## src/rtl/ref_fifo_wr_ptr_ctrl.sv

```systemverilog
// Write-side pointer controller for a dual-clock FIFO.
// Holds the binary write pointer, drives the RAM write address and
// publishes a registered Gray copy of the pointer for the read domain.
// The read pointer arrives as Gray, already synchronized into clk. From it
// this block derives full, almost_full, level and overflow.
//
// Ports:
//   clk          write-domain clock
//   rst          synchronous reset, active-high
//   wr_en        producer write request
//   rd_gray_sync read pointer (Gray, ADDR_WIDTH+1 bits), synchronized to clk
//   wr_ack       write accepted this cycle (combinational)
//   wr_addr      RAM write address for this cycle
//   wr_gray      registered Gray write pointer for the read domain
//   full         FIFO full (registered)
//   almost_full  level >= AFULL_THRESH (registered)
//   level        write-side occupancy, 0..2^ADDR_WIDTH (registered)
//   overflow     one-cycle pulse when wr_en arrives while full
module ref_fifo_wr_ptr_ctrl #(
  parameter int ADDR_WIDTH   = 6,
  parameter int AFULL_THRESH = 48
) (
  input  logic                  clk,
  input  logic                  rst,
  input  logic                  wr_en,
  input  logic [ADDR_WIDTH:0]   rd_gray_sync,
  output logic                  wr_ack,
  output logic [ADDR_WIDTH-1:0] wr_addr,
  output logic [ADDR_WIDTH:0]   wr_gray,
  output logic                  full,
  output logic                  almost_full,
  output logic [ADDR_WIDTH:0]   level,
  output logic                  overflow
);

  localparam int P = ADDR_WIDTH + 1;
  localparam logic [P-1:0] AFULL_P = P'(AFULL_THRESH);

  function automatic logic [P-1:0] bin2gray(input logic [P-1:0] b);
    return b ^ (b >> 1);
  endfunction

  function automatic logic [P-1:0] gray2bin(input logic [P-1:0] g);
    logic [P-1:0] b;
    b[P-1] = g[P-1];
    for (int i = P - 2; i >= 0; i--) begin
      b[i] = b[i+1] ^ g[i];
    end
    return b;
  endfunction

  logic [P-1:0] wr_bin_q,   wr_bin_d;
  logic [P-1:0] wr_gray_q,  wr_gray_d;
  logic         full_q,     full_d;
  logic         afull_q,    afull_d;
  logic [P-1:0] level_q,    level_d;
  logic         overflow_q, overflow_d;

  logic         accept;
  logic [P-1:0] rd_bin;
  logic [P-1:0] rd_gray_full;

  // Current-cycle handshake, from registered state only
  assign accept  = wr_en & ~full_q;
  assign wr_ack  = accept;
  assign wr_addr = wr_bin_q[ADDR_WIDTH-1:0];

  // Write pointer one full lap ahead of the read pointer: in Gray code that
  // is the read value with its two top bits inverted.
  assign rd_gray_full = {~rd_gray_sync[P-1:P-2], rd_gray_sync[P-3:0]};
  assign rd_bin       = gray2bin(rd_gray_sync);

  always_comb begin
    wr_bin_d   = wr_bin_q + {{(P-1){1'b0}}, accept};
    wr_gray_d  = bin2gray(wr_bin_d);
    full_d     = (wr_gray_d == rd_gray_full);
    level_d    = wr_bin_d - rd_bin;
    afull_d    = (level_d >= AFULL_P);
    overflow_d = wr_en & full_q;
  end

  // Registered pointer and status
  always_ff @(posedge clk) begin
    if (rst) begin
      wr_bin_q   <= '0;
      wr_gray_q  <= '0;
      full_q     <= 1'b0;
      afull_q    <= 1'b0;
      level_q    <= '0;
      overflow_q <= 1'b0;
    end else begin
      wr_bin_q   <= wr_bin_d;
      wr_gray_q  <= wr_gray_d;
      full_q     <= full_d;
      afull_q    <= afull_d;
      level_q    <= level_d;
      overflow_q <= overflow_d;
    end
  end

  assign wr_gray     = wr_gray_q;
  assign full        = full_q;
  assign almost_full = afull_q;
  assign level       = level_q;
  assign overflow    = overflow_q;

endmodule

```

## config.mk

```make
export PLATFORM = sky130hd
export DESIGN_NAME = ref_fifo_wr_ptr_ctrl
export DESIGN_NICKNAME = d
export VERILOG_FILES = /design/src/rtl/ref_fifo_wr_ptr_ctrl.sv
export SDC_FILE = /design/constraint.sdc
export NUM_CORES = 1
export LEC_CHECK = 0
export BUFFER_PORTS_ARGS = -buffer_cell sky130_fd_sc_hd__buf_2
export CORE_AREA = 5 5 57 109
export DETAILED_ROUTE_END_ITERATION = 8
export DIE_AREA = 0 0 62 114
export SYNTH_ARGS = -nofsm -noshare
export SYNTH_HDL_FRONTEND = slang
export SYNTH_SLANG_ARGS = --single-unit
```

## constraint.sdc

```tcl
create_clock -name clk -period 3.6 [get_ports clk]
set_input_delay 0.72 -clock clk [delete_from_list [all_inputs] [get_ports clk]]
set_output_delay 0.72 -clock clk [all_outputs]
set_load 0.01 [all_outputs]
```

---- Yosys cells after proc, flatten, opt, wreduce, memory -nomap -nowiden ----
Cells that the tools add are included.
storage, ports and cells
  output and inout bits ................... 24
  input port bits ......................... 10
  bits in registers ....................... 24
  word-level logic and storage cells ...... 21
cells by class
  bitwise gates (word level) .............. 11
  add/sub/neg operators ................... 2
  order comparisons ....................... 1
  eq/ne operators ......................... 1
operators by type and width
  operator                                                                              number
  7-bit by 1-bit adder with 7-bit output                                                1
  7-bit == test                                                                         1
  7-bit by 6-bit greater-or-equal comparator with 1-bit output (second input constant)  1
  7-bit subtractor                                                                      1
  7-bit by 6-bit XOR with 7-bit output                                                  1
  1-bit XOR                                                                             6
  1-bit bitwise AND                                                                     2
  2-bit inverter                                                                        1
  1-bit inverter                                                                        1

---- Longest topological paths before layout ----
Gate-level depths: netlist of run 1.
  word-level depth ........................ 8
  mapped depth ............................ 14
  depth with buffers taken out ............ 14

---- Worst setup path before layout of run 1 ----
OpenSTA, ideal clock, no wires.
  kind .................................... in2reg
  from .................................... input port rd_gray_sync[6]
  to ...................................... register afull_q (netlist: almost_full)
  path slack .............................. 299 ps
  arrival ................................. 3243 ps
  stages on the path ...................... 14
  path through ............................ xnor2_2 xor2_2 xor2_2 xor2_2 xor2_2 xnor2_1 ha_1 fa_1 nand2b_1 a21oi_1 o21ai_0 a21o_1 a21oi_1 a31o_2
on the way
  cells in the longest elaborated chain, start to end .. 8
ends and longest elaborated chain
  element                                                           line  text
  start: declaration                                                26    input logic [ADDR_WIDTH:0] rd_gray_sync,
  1-bit XOR (6 in a row)                                            47    b[i] = b[i+1] ^ g[i];
  7-bit subtractor (*)                                              77    level_d = wr_bin_d - rd_bin;
  7-bit by 6-bit greater-or-equal comparator with 1-bit output (*)  78    afull_d = (level_d >= AFULL_P);
  end signal: assignment                                            95    afull_q <= afull_d;
  end: declaration                                                  55    logic afull_q, afull_d;
Every way passes the cells marked *; elsewhere a longest branch is shown, timed or not.
A chain may end at the register's enable or synchronous reset.

---- Worst setup path after layout of run 1 ----
Ends and elaborated chain as after synthesis.

==> results of run 1 <==
==> sequential cells by signal, summed over array words and instances, names as in the netlist <==
register     count
full             1
almost_full      1
wr_gray          6
level            7
overflow         1
wr_bin_q         7
==> per-layer routing <==
layer,global-route usage [%],up-vias,part of all wire (%),wire (um)
li1,-,509,-,-
met1,10.7,456,47,1280
met2,11.8,31,45,1220
met3,1.93,2,7.3,199
met4,2.12,0,0.59,16
met5,0,-,0,0
==> worst max path at each step <==
stage	slack, ns	cells after the start	from	to
after floorplan	0.30	14	rd_gray_sync[6]	almost_full
after global placement	0.02	15	rd_gray_sync[6]	almost_full
after detailed placement	-0.06	15	rd_gray_sync[6]	almost_full
after CTS	0.21	15	rd_gray_sync[6]	almost_full
after global routing	-0.004	15	rd_gray_sync[6]	almost_full
final	0.25	15	rd_gray_sync[6]	almost_full
==> cell families (layout without fill, tap and decap cells) <==
logic type      after synthesis  in the layout  share of synthesized area [%]
compound gates               16             16                           8.33
xor+xnor                     26             26                           23.0
fa+ha+maj                    10             10                           10.5
buf+inv                      12             48                           3.77
flops                        23             23                           36.5
simple gates                 47             47                           17.9
==> layout make-up <==
class                      instances  area, sq um  share of cell area (%)
tap                               60         75.1                    4.79
inverter                           8         30.0                    1.92
timing repair buffer              36          188                    12.0
clock buffer                       4         45.0                    2.88
sequential                        23          460                    29.4
multi-input combinational         99          768                    49.0
==> layout by cell type, fill, tap and decap left out, types with 2 or more instances in the layout <==
| cell type | Yosys | routed |
|---|---|---|
| xnor2_1 | 13 | 13 |
| nand2_1 | 9 | 9 |
| nor2b_1 | 4 | 4 |
| o21ai_0 | 4 | 4 |
| nand3_1 | 5 | 5 |
| and3_1 | 2 | 2 |
| a211oi_1 | 2 | 2 |
| buf_4 | 0 | 3 |
| xor2_1 | 6 | 6 |
| dfxtp_1 | 23 | 23 |
| clkbuf_8 | 0 | 3 |
| xor2_2 | 5 | 5 |
| or3_1 | 3 | 3 |
| buf_2 | 2 | 33 |
| ha_1 | 9 | 9 |
| a21oi_1 | 3 | 2 |
| nor2_1 | 17 | 17 |
| nor3_1 | 3 | 3 |
| inv_1 | 8 | 8 |
==> worst max-delay path, delay by kind of cell <==
| family | cells | cell delay [ns] |
|---|---|---|
| simple gates | 1 | 0.19 |
| buf+inv | 1 | 0.14 |
| xor+xnor | 6 | 1.18 |
| compound gates | 5 | 0.72 |
| fa+ha+maj | 2 | 0.61 |
==> power breakdown <==
group | internal [W] | switching, W
clock | 0.0000789 | 0.0000838
sequential | 0.000281 | 0.00000865
combinational | 0.0000900 | 0.000106
total | 0.000450 | 0.000198
==> Yosys cell counts, drive strengths merged, types with 2 or more instances <==
cell / instances / area [sq um]
a211oi: 2 / 15.0
a21oi: 3 / 15.0
and3: 2 / 12.5
buf: 2 / 10.0
clkbuf: 2 / 7.51
dfxtp: 23 / 460
ha: 9 / 113
inv: 8 / 30.0
nand2: 9 / 33.8
nand3: 6 / 35.0
nor2: 17 / 63.8
nor2b: 4 / 25.0
nor3: 3 / 15.0
o21ai: 4 / 20.0
or3: 3 / 18.8
xnor2: 14 / 130
xor2: 11 / 134
==> metrics by stage <==
stage	hold WS, ns	util, %
2_1_floorplan	0.473	-
3_3_place_gp	0.441	28.1
3_5_place_dp	0.448	28.1
4_1_cts	0.460	29.0
5_1_grt	0.492	29.4
6_report	0.459	29.4
==> timing repair <==
action                                  in CTS  in global routing
setup buffers                                0                  1
gates resized for setup                      0                  2
endpoints found under the setup margin       0                  1
hold buffers                                 0                  0
==> results.json, run 1 <==
{
  "powerDensity_nw_per_um2": 414,
  "ff2ff_path_depth": 13,
  "routedWlPerCell_um": 11.8,
  "place_hpwl_um": 2160,
  "rr_endpoint": "almost_full",
  "yosysWarnings": 0,
  "power_w": 0.000649,
  "finalNonFillerCells": 230,
  "cp.required_ns": 3.81,
  "grt_usage_pct": 7.74,
  "synth_cell_types": 32,
  "ys_ff_latch": 23,
  "syn2layout_area_growth_pct": 24.2,
  "crit_path_cell_trace": "buf_2, xnor2_4, xor2_2, xor2_2, xor2_2, xor2_2, xnor2_1, ha_1, fa_1, nand2b_1, a21oi_2, o21ai_0, a21o_1, a21oi_1, a31o_2",
  "htree_levels": 1,
  "fin_nets": 191,
  "cpPeakStageDelay_ns": 0.40,
  "worstPathMaxFanout": 3,
  "cts_root_buf": "clkbuf_8",
  "min_path_cells": 2,
  "slew_headroom_pct": 73.8,
  "clk-insertion-delay-late_ns": 0.26,
  "vdd_drop_max_v": 0.000206,
  "r2r_start": "full",
  "drtAntennaViolNets": 0,
  "placed_cells": 225,
  "fillers": 585,
  "die_area_sq_um": 7070,
  "worstSetupPathType": "in2reg",
  "worstHoldStart": "full",
  "overflow": 0,
  "fin_crit_ns": 3.35,
  "clk_pin_slew_ns": 0.09,
  "die_w_um": 62,
  "skew_ns": 0.00416,
  "clk_path_buf_depth": 2,
  "cap_violations": 0,
  "grt_pass1_wl_um": 4230,
  "postPlaceCellArea_sq_um": 1500,
  "core-area_sq_um": 5330,
  "globalplace.congestion": 0.812,
  "ioPinCount": 34,
  "drtIter0Drc": 10,
  "worstHoldEndpoint": "overflow",
  "initial_core_util_pct": 23.7,
  "fin_setup_tns_ns": 0,
  "worstPathArrival_ns": 3.56,
  "finalSetupViolations": 0,
  "cts_tree": "built",
  "cts.sinks": 23,
  "fmaxAchievable_mhz": 299,
  "grt_pass1_vias": 986,
  "drv_slew": 0,
  "synth.cell_area_sq_um": 1260,
  "num_vias": 998,
  "vias_per_cell": 4.34,
  "stdcell_area_sq_um": 1570,
  "diodes": 0,
  "async_flop_share_pct": 0,
  "synth_nets": 154,
  "drive_above_1_share_pct": 28.8,
  "regToRegSetupSlack_ns": 0.78,
  "routed_wl_um": 2720,
  "antenna_found_initial": 0,
  "slowest_stage": "fa_1",
  "synthCells": 134,
  "outcome": "completed",
  "yosysSeqAreaShare_pct": 36.5,
  "fin_crit_sh_pct": 93.0,
  "grt_max_degree": 23,
  "p_leak_nw": 0.723,
  "numCtsBuffers": 3,
  "die_height_um": 114,
  "cp-start-kind": "input pin",
  "port_buffers": 33,
  "num_rows": 38,
  "ys.flop_type": "dfxtp_1",
  "dr.pass1.iters": 4,
  "worst_pin_slew_ns": 0.390,
  "pre_cts_ws_ns": -0.0553,
  "critPathMostFrequentCell": "xor2_2",
  "worst_slack_ns": 0.252,
  "syn_avg_cell_area_sq_um": 9.41,
  "finalHoldViolations": 0,
  "drc_errors": 0,
  "holdCritPathClass": "reg2reg",
  "endpoint_kind": "flop",
  "synth-edff-count": 0
}
Power figures use the tool's default switching activity.
==> run 2, diff against run 1 <==
Clock period 3.6 ns to 3.08 ns, I/O delays scaled along.
==> run 2 against run 1 <==
The run now ends with negative setup slack left. Wire length increased by 5.9%. Sequential power increased by 17%. Via count increased by 7.8%. Worst hold slack got worse by 0.0069 ns. Critical path depth decreased by 1. Clock skew decreased by 0.0033 ns. Combinational power increased by 51%. Global-route usage increased by 1.1 points. Setup slack got worse by 0.28 ns. First-iteration DRC count increased by 20%. Flip-flop and latch count unchanged. Core utilization increased by 3.2 points. Critical path type unchanged. Highest routed layer unchanged.
==> results.json, run 2 (synthesis gave the netlist of run 1 again) <==
{
  "vdd_drop_max_v": 0.000279,
  "stdcell_area_sq_um": 1740,
  "drv_slew": 0,
  "outcome": "finished with violations",
  "dr.pass1.iters": 4,
  "num_vias": 1076,
  "die_area_sq_um": 7070,
  "rsz0062_at_grt": "true",
  "postPlaceCellArea_sq_um": 1620,
  "cpPeakStageDelay_ns": 0.33,
  "skew_ns": 0.000868,
  "grt_pass1_vias": 1124,
  "final_common_cell": "buf_2",
  "drive_above_1_share_pct": 38.2,
  "fillers": 574,
  "postCtsHoldBufs": 0,
  "place_hpwl_um": 2260,
  "crit_path_cell_trace": "buf_8, xnor2_4, xor2_2, xor2_2, xor2_2, xor2_2, xnor2_1, ha_2, nor2b_1, o21ai_1, a21boi_1, o21a_1, or3_4, a31o_2",
  "cap_violations": 0,
  "slowest_stage": "or3_4",
  "p_leak_nw": 0.815,
  "fin_nets": 207,
  "violations": "negative setup slack",
  "clk_pin_slew_ns": 0.08,
  "grt_max_degree": 23,
  "drc_errors": 0,
  "clk-insertion-delay-late_ns": 0.26,
  "ff_latch_area_sq_um": 460,
  "cp.required_ns": 3.24,
  "worst_slack_ns": -0.0231,
  "die_height_um": 114,
  "routedWlPerCell_um": 11.7,
  "cts_root_buf": "clkbuf_8",
  "clk_path_buf_depth": 2,
  "numCtsBuffers": 3,
  "vias_per_cell": 4.37,
  "core-area_sq_um": 5330,
  "diodes": 0,
  "critPathTopFamily": "XOR/XNOR gates",
  "worst_pin_slew_ns": 0.420,
  "drtAntennaViolNets": 0,
  "critPathBufInv": 1,
  "cp-start-kind": "input pin",
  "worstPathArrival_ns": 3.26,
  "globalplace.congestion": 0.747,
  "die_w_um": 62,
  "powerDensity_nw_per_um2": 471,
  "cts_tree": "built",
  "worstSetupPathType": "in2reg",
  "finalHoldViolations": 0,
  "holdCritPathClass": "reg2reg",
  "antenna_found_initial": 0,
  "port_buffers": 33,
  "fin_crit_ns": 3.10,
  "power_w": 0.000819,
  "grt_usage_pct": 8.80,
  "grt_pass1_wl_um": 4800,
  "fin_util_pct": 32.7,
  "routed_wl_um": 2880,
  "placed_cells": 237,
  "worstPathMaxFanout": 3,
  "fmaxAchievable_mhz": 322,
  "drtIter0Drc": 12,
  "finalNonFillerCells": 246,
  "slew_headroom_pct": 72.0,
  "timing.hold.ws_ns": 0.452,
  "num_rows": 38,
  "initial_core_util_pct": 23.7,
  "endpoint_kind": "flop",
  "finalSetupViolations": 2,
  "ioPinCount": 34,
  "multi_input_area_sq_um": 801,
  "overflow": 0,
  "fin_crit_sh_pct": 101,
  "final_cell_mix": "buf_2 (31), dfxtp_1 (23), buf_4 (19)",
  "syn2layout_area_growth_pct": 37.9,
  "critPathMostFrequentCell": "xor2_2",
  "htree_levels": 1,
  "cts.sinks": 23
}
[run 2: cell type report]
type                            count  share of cell area (%)
Multi-Input combinational cell     99                    46.0
Sequential cell                    23                    26.5
Timing Repair Buffer               52                    18.8
Tap cell                           60                    4.32
Clock buffer                        4                    2.59
Inverter                            8                    1.73
[run 2: timing repair]
action                                  CTS  global route
resized for setup                         9             3
buffers inserted                          3             2
endpoints found under the setup margin    3             3
pin swaps                                12            12
gates cloned                              0             0
[run 2: report_power, final]
part | switching [W] | internal [W]
sequential | 0.00000976 | 0.000329
combinational | 0.000144 | 0.000152
clock | 0.0000923 | 0.0000922
total | 0.000246 | 0.000573
[run 2: final timing paths]
| path | from | endpoint | slack (ns) | depth (start not counted) |
|---|---|---|---|---|
| min reg2reg | full | overflow | 0.45 | 2 |
| max | rd_gray_sync[6] | almost_full | -0.02 | 14 |
| min | full | overflow | 0.45 | 2 |
| max reg2reg | full | almost_full | 0.49 | 13 |
[run 2: worst reg2reg max path, stage by stage, from the launching register on]
cell and delay, ns:
dfxtp_1 0.32, nor2b_1 0.17, ha_1 0.18, ha_1 0.24, nand3_2 0.14, xor2_1 0.20
inv_1 0.10, ha_1 0.33, o21ai_0 0.16, a21oi_4 0.18, o21ai_2 0.07, a21o_1 0.18
a21oi_2 0.16, a31o_2 0.11
[run 2: metal layers]
metal,vias up,GRT usage [%],part of all wire (%)
met1,495,11.4,44
li1,543,-,-
met4,0,3.97,1.2
met5,-,0,0
met2,34,13.4,47
met3,4,2.04,7.6
[run 2: stage by stage]
stage,worst slack (ns),TNS (ns)
2_1_floorplan,0.00557,0
3_3_place_gp,-0.364,-0.946
3_5_place_dp,-0.415,-1.13
4_1_cts,-0.0549,-0.0950
5_1_grt,-0.165,-0.341
6_report,-0.0231,-0.0285
==> run 3, diff against run 2 <==
Settings changed: CELL_PAD_IN_SITES_DETAIL_PLACEMENT set to 1, CELL_PAD_IN_SITES_GLOBAL_PLACEMENT set to 1, CTS_BUF_LIST set to sky130_fd_sc_hd__clkbuf_2 sky130_fd_sc_hd__clkbuf_4 sky130_fd_sc_hd__clkbuf_8, PLACE_DENSITY_LB_ADDON set to 0.1.
==> run 3 against run 2 <==
The flow now finishes without violations. Final cell count grew 2.8%. Fmax grew 0.75%. Total power grew 8.7%. Setup slack gained 0.023 ns. Count of clock-buffer cells in the layout decreased by 1. Non-clock buffer count increased by 7. First-iteration DRC count unchanged. Global-route usage is 2.0 points higher. Worst hold slack gained 0.014 ns. Clock power up 7%. Clock skew increased by 0.0018 ns. Critical path type unchanged. Highest routed layer unchanged.
==> results.json, run 3 (synthesis gave the netlist of run 1 again) <==
{
  "clk-insertion-delay-late_ns": 0.27,
  "ioPinCount": 34,
  "fin_nets": 214,
  "cp-start-kind": "input pin",
  "slew_headroom_pct": 69.6,
  "initial_core_util_pct": 23.7,
  "antenna_found_initial": 0,
  "grt_usage_pct": 10.8,
  "die_w_um": 62,
  "grt_pass1_vias": 1257,
  "die_height_um": 114,
  "grt_max_degree": 23,
  "worstSetupPathType": "in2reg",
  "finalSetupViolations": 0,
  "intPower_w": 0.000611,
  "numCtsBuffers": 3,
  "syn2layout_area_growth_pct": 43.2,
  "worstPathArrival_ns": 3.25,
  "clk_path_buf_depth": 2,
  "vdd_drop_max_v": 0.000300,
  "drive_above_1_share_pct": 43.0,
  "fmaxAchievable_mhz": 325,
  "cap_violations": 0,
  "diodes": 0,
  "p_comb_share_pct": 39.7,
  "rsz0062_at_grt": "true",
  "routed_wl_um": 3370,
  "switching_share_pct": 31.4,
  "p_leak_nw": 0.850,
  "fin_crit_sh_pct": 100,
  "dr.pass1.iters": 3,
  "final_cell_mix": "buf_2 (31), buf_4 (26), dfxtp_1 (23)",
  "drc_errors": 0,
  "skew_ns": 0.00268,
  "endpoint_kind": "flop",
  "port_buffers": 33,
  "holdCritPathClass": "reg2reg",
  "fillers": 658,
  "worst_pin_slew_ns": 0.456,
  "cp.required_ns": 3.25,
  "globalplace.congestion": 0.728,
  "drv_slew": 0,
  "drtIter0Drc": 12,
  "fin_setup_tns_ns": 0,
  "final_common_cell": "buf_2",
  "fin_crit_ns": 3.08,
  "stdcell_area_sq_um": 1810,
  "clockPowerShare_pct": 22.3,
  "clk_pin_slew_ns": 0.09,
  "outcome": "completed",
  "cts.sinks": 23,
  "num_rows": 38,
  "drtAntennaViolNets": 0,
  "finalHoldViolations": 0,
  "p_switching_w": 0.000279,
  "grt_pass1_wl_um": 5730,
  "cts_tree": "built",
  "core-area_sq_um": 5330,
  "pwr-share-seq_pct": 38.1,
  "routedWlPerCell_um": 13.3,
  "vias_per_cell": 4.39,
  "worstPathMaxFanout": 2,
  "die_area_sq_um": 7070,
  "powerDensity_nw_per_um2": 493,
  "htree_levels": 1,
  "num_vias": 1111,
  "postPlaceCellArea_sq_um": 1650,
  "cts_root_buf": "clkbuf_8",
  "overflow": 0,
  "place_hpwl_um": 2590
}
## run 3: cell types whose count changed in the layout (fill, tap and decap cells not counted), sizes merged
cell,previous run,this run
buf,52,59
clkbuf,4,3
clkinv,0,1
## run 3: path summary, 6_finish.rpt
kind / end / slack (ns) / depth (start not counted) / start
max: almost_full / 0.00004 / 14 / rd_gray_sync[6]
min: overflow / 0.47 / 2 / full
max reg2reg: almost_full / 0.46 / 13 / full
min reg2reg: overflow / 0.47 / 2 / full
## run 3: layout make-up
class / count / area, sq um / share of cell area, %
clock buffers: 3 / 41.3 / 2.29
clock inverters: 1 / 5.00 / 0.277
inverters: 8 / 30.0 / 1.66
multi-input cells: 99 / 813 / 45.0
flip-flops and latches: 23 / 460 / 25.5
well taps: 60 / 75.1 / 4.16
repair buffers: 59 / 380 / 21.1
## run 3: per-layer routing
metal / share of wire [%] / track usage [%]
met1: 39 / 12.3
met4: 0.92 / 3.82
met5: 0 / 0
met2: 55 / 19.0
met3: 4.8 / 1.81
## run 3: power groups by stage
| stage | Combinational, W | Clock (W) | Sequential, W |
|---|---|---|---|
| 2_1_floorplan | 0.000155 | 0 | 0.000362 |
| 3_3_place_gp | 0.000293 | 0 | 0.000347 |
| 3_5_place_dp | 0.000293 | 0 | 0.000347 |
| 4_1_cts | 0.000342 | 0.000211 | 0.000341 |
| 5_1_grt | 0.000395 | 0.000219 | 0.000344 |
| 6_report | 0.000353 | 0.000198 | 0.000339 |
## run 3: worst max-delay path, cell delays in order
cell      delay (ns)
buf_8           0.10
xnor2_4         0.19
xor2_2          0.24
xor2_2          0.23
xor2_2          0.23
xor2_2          0.19
buf_4           0.14
ha_1            0.21
nor2b_1         0.14
o21ai_2         0.15
a21boi_2        0.09
o21a_1          0.18
or3_1           0.32
a31o_2          0.21
## run 3: repair_timing
item                                    in CTS  in global routing
hold buffers                                 0                  0
pin swaps                                   12                 13
endpoints found under the setup margin       3                  5
setup buffers                                7                  3
endpoints found under the hold margin        0                  0
gates resized for setup                      9                  7
## run 3: through the flow
stage | setup slack [ns] | utilization [%] | total power (W) | std cells | hold WS (ns)
floorplan | 0.00557 | - | 0.000517 | 134 | 0.473
global placement | -0.411 | 30.9 | 0.000640 | 241 | 0.446
global route | -0.156 | 33.9 | 0.000958 | 253 | 0.498
CTS | -0.0689 | 33.3 | 0.000894 | 252 | 0.472
finish | 0.0000357 | 33.9 | 0.000891 | 253 | 0.466
detailed placement | -0.396 | 30.9 | 0.000640 | 241 | 0.452
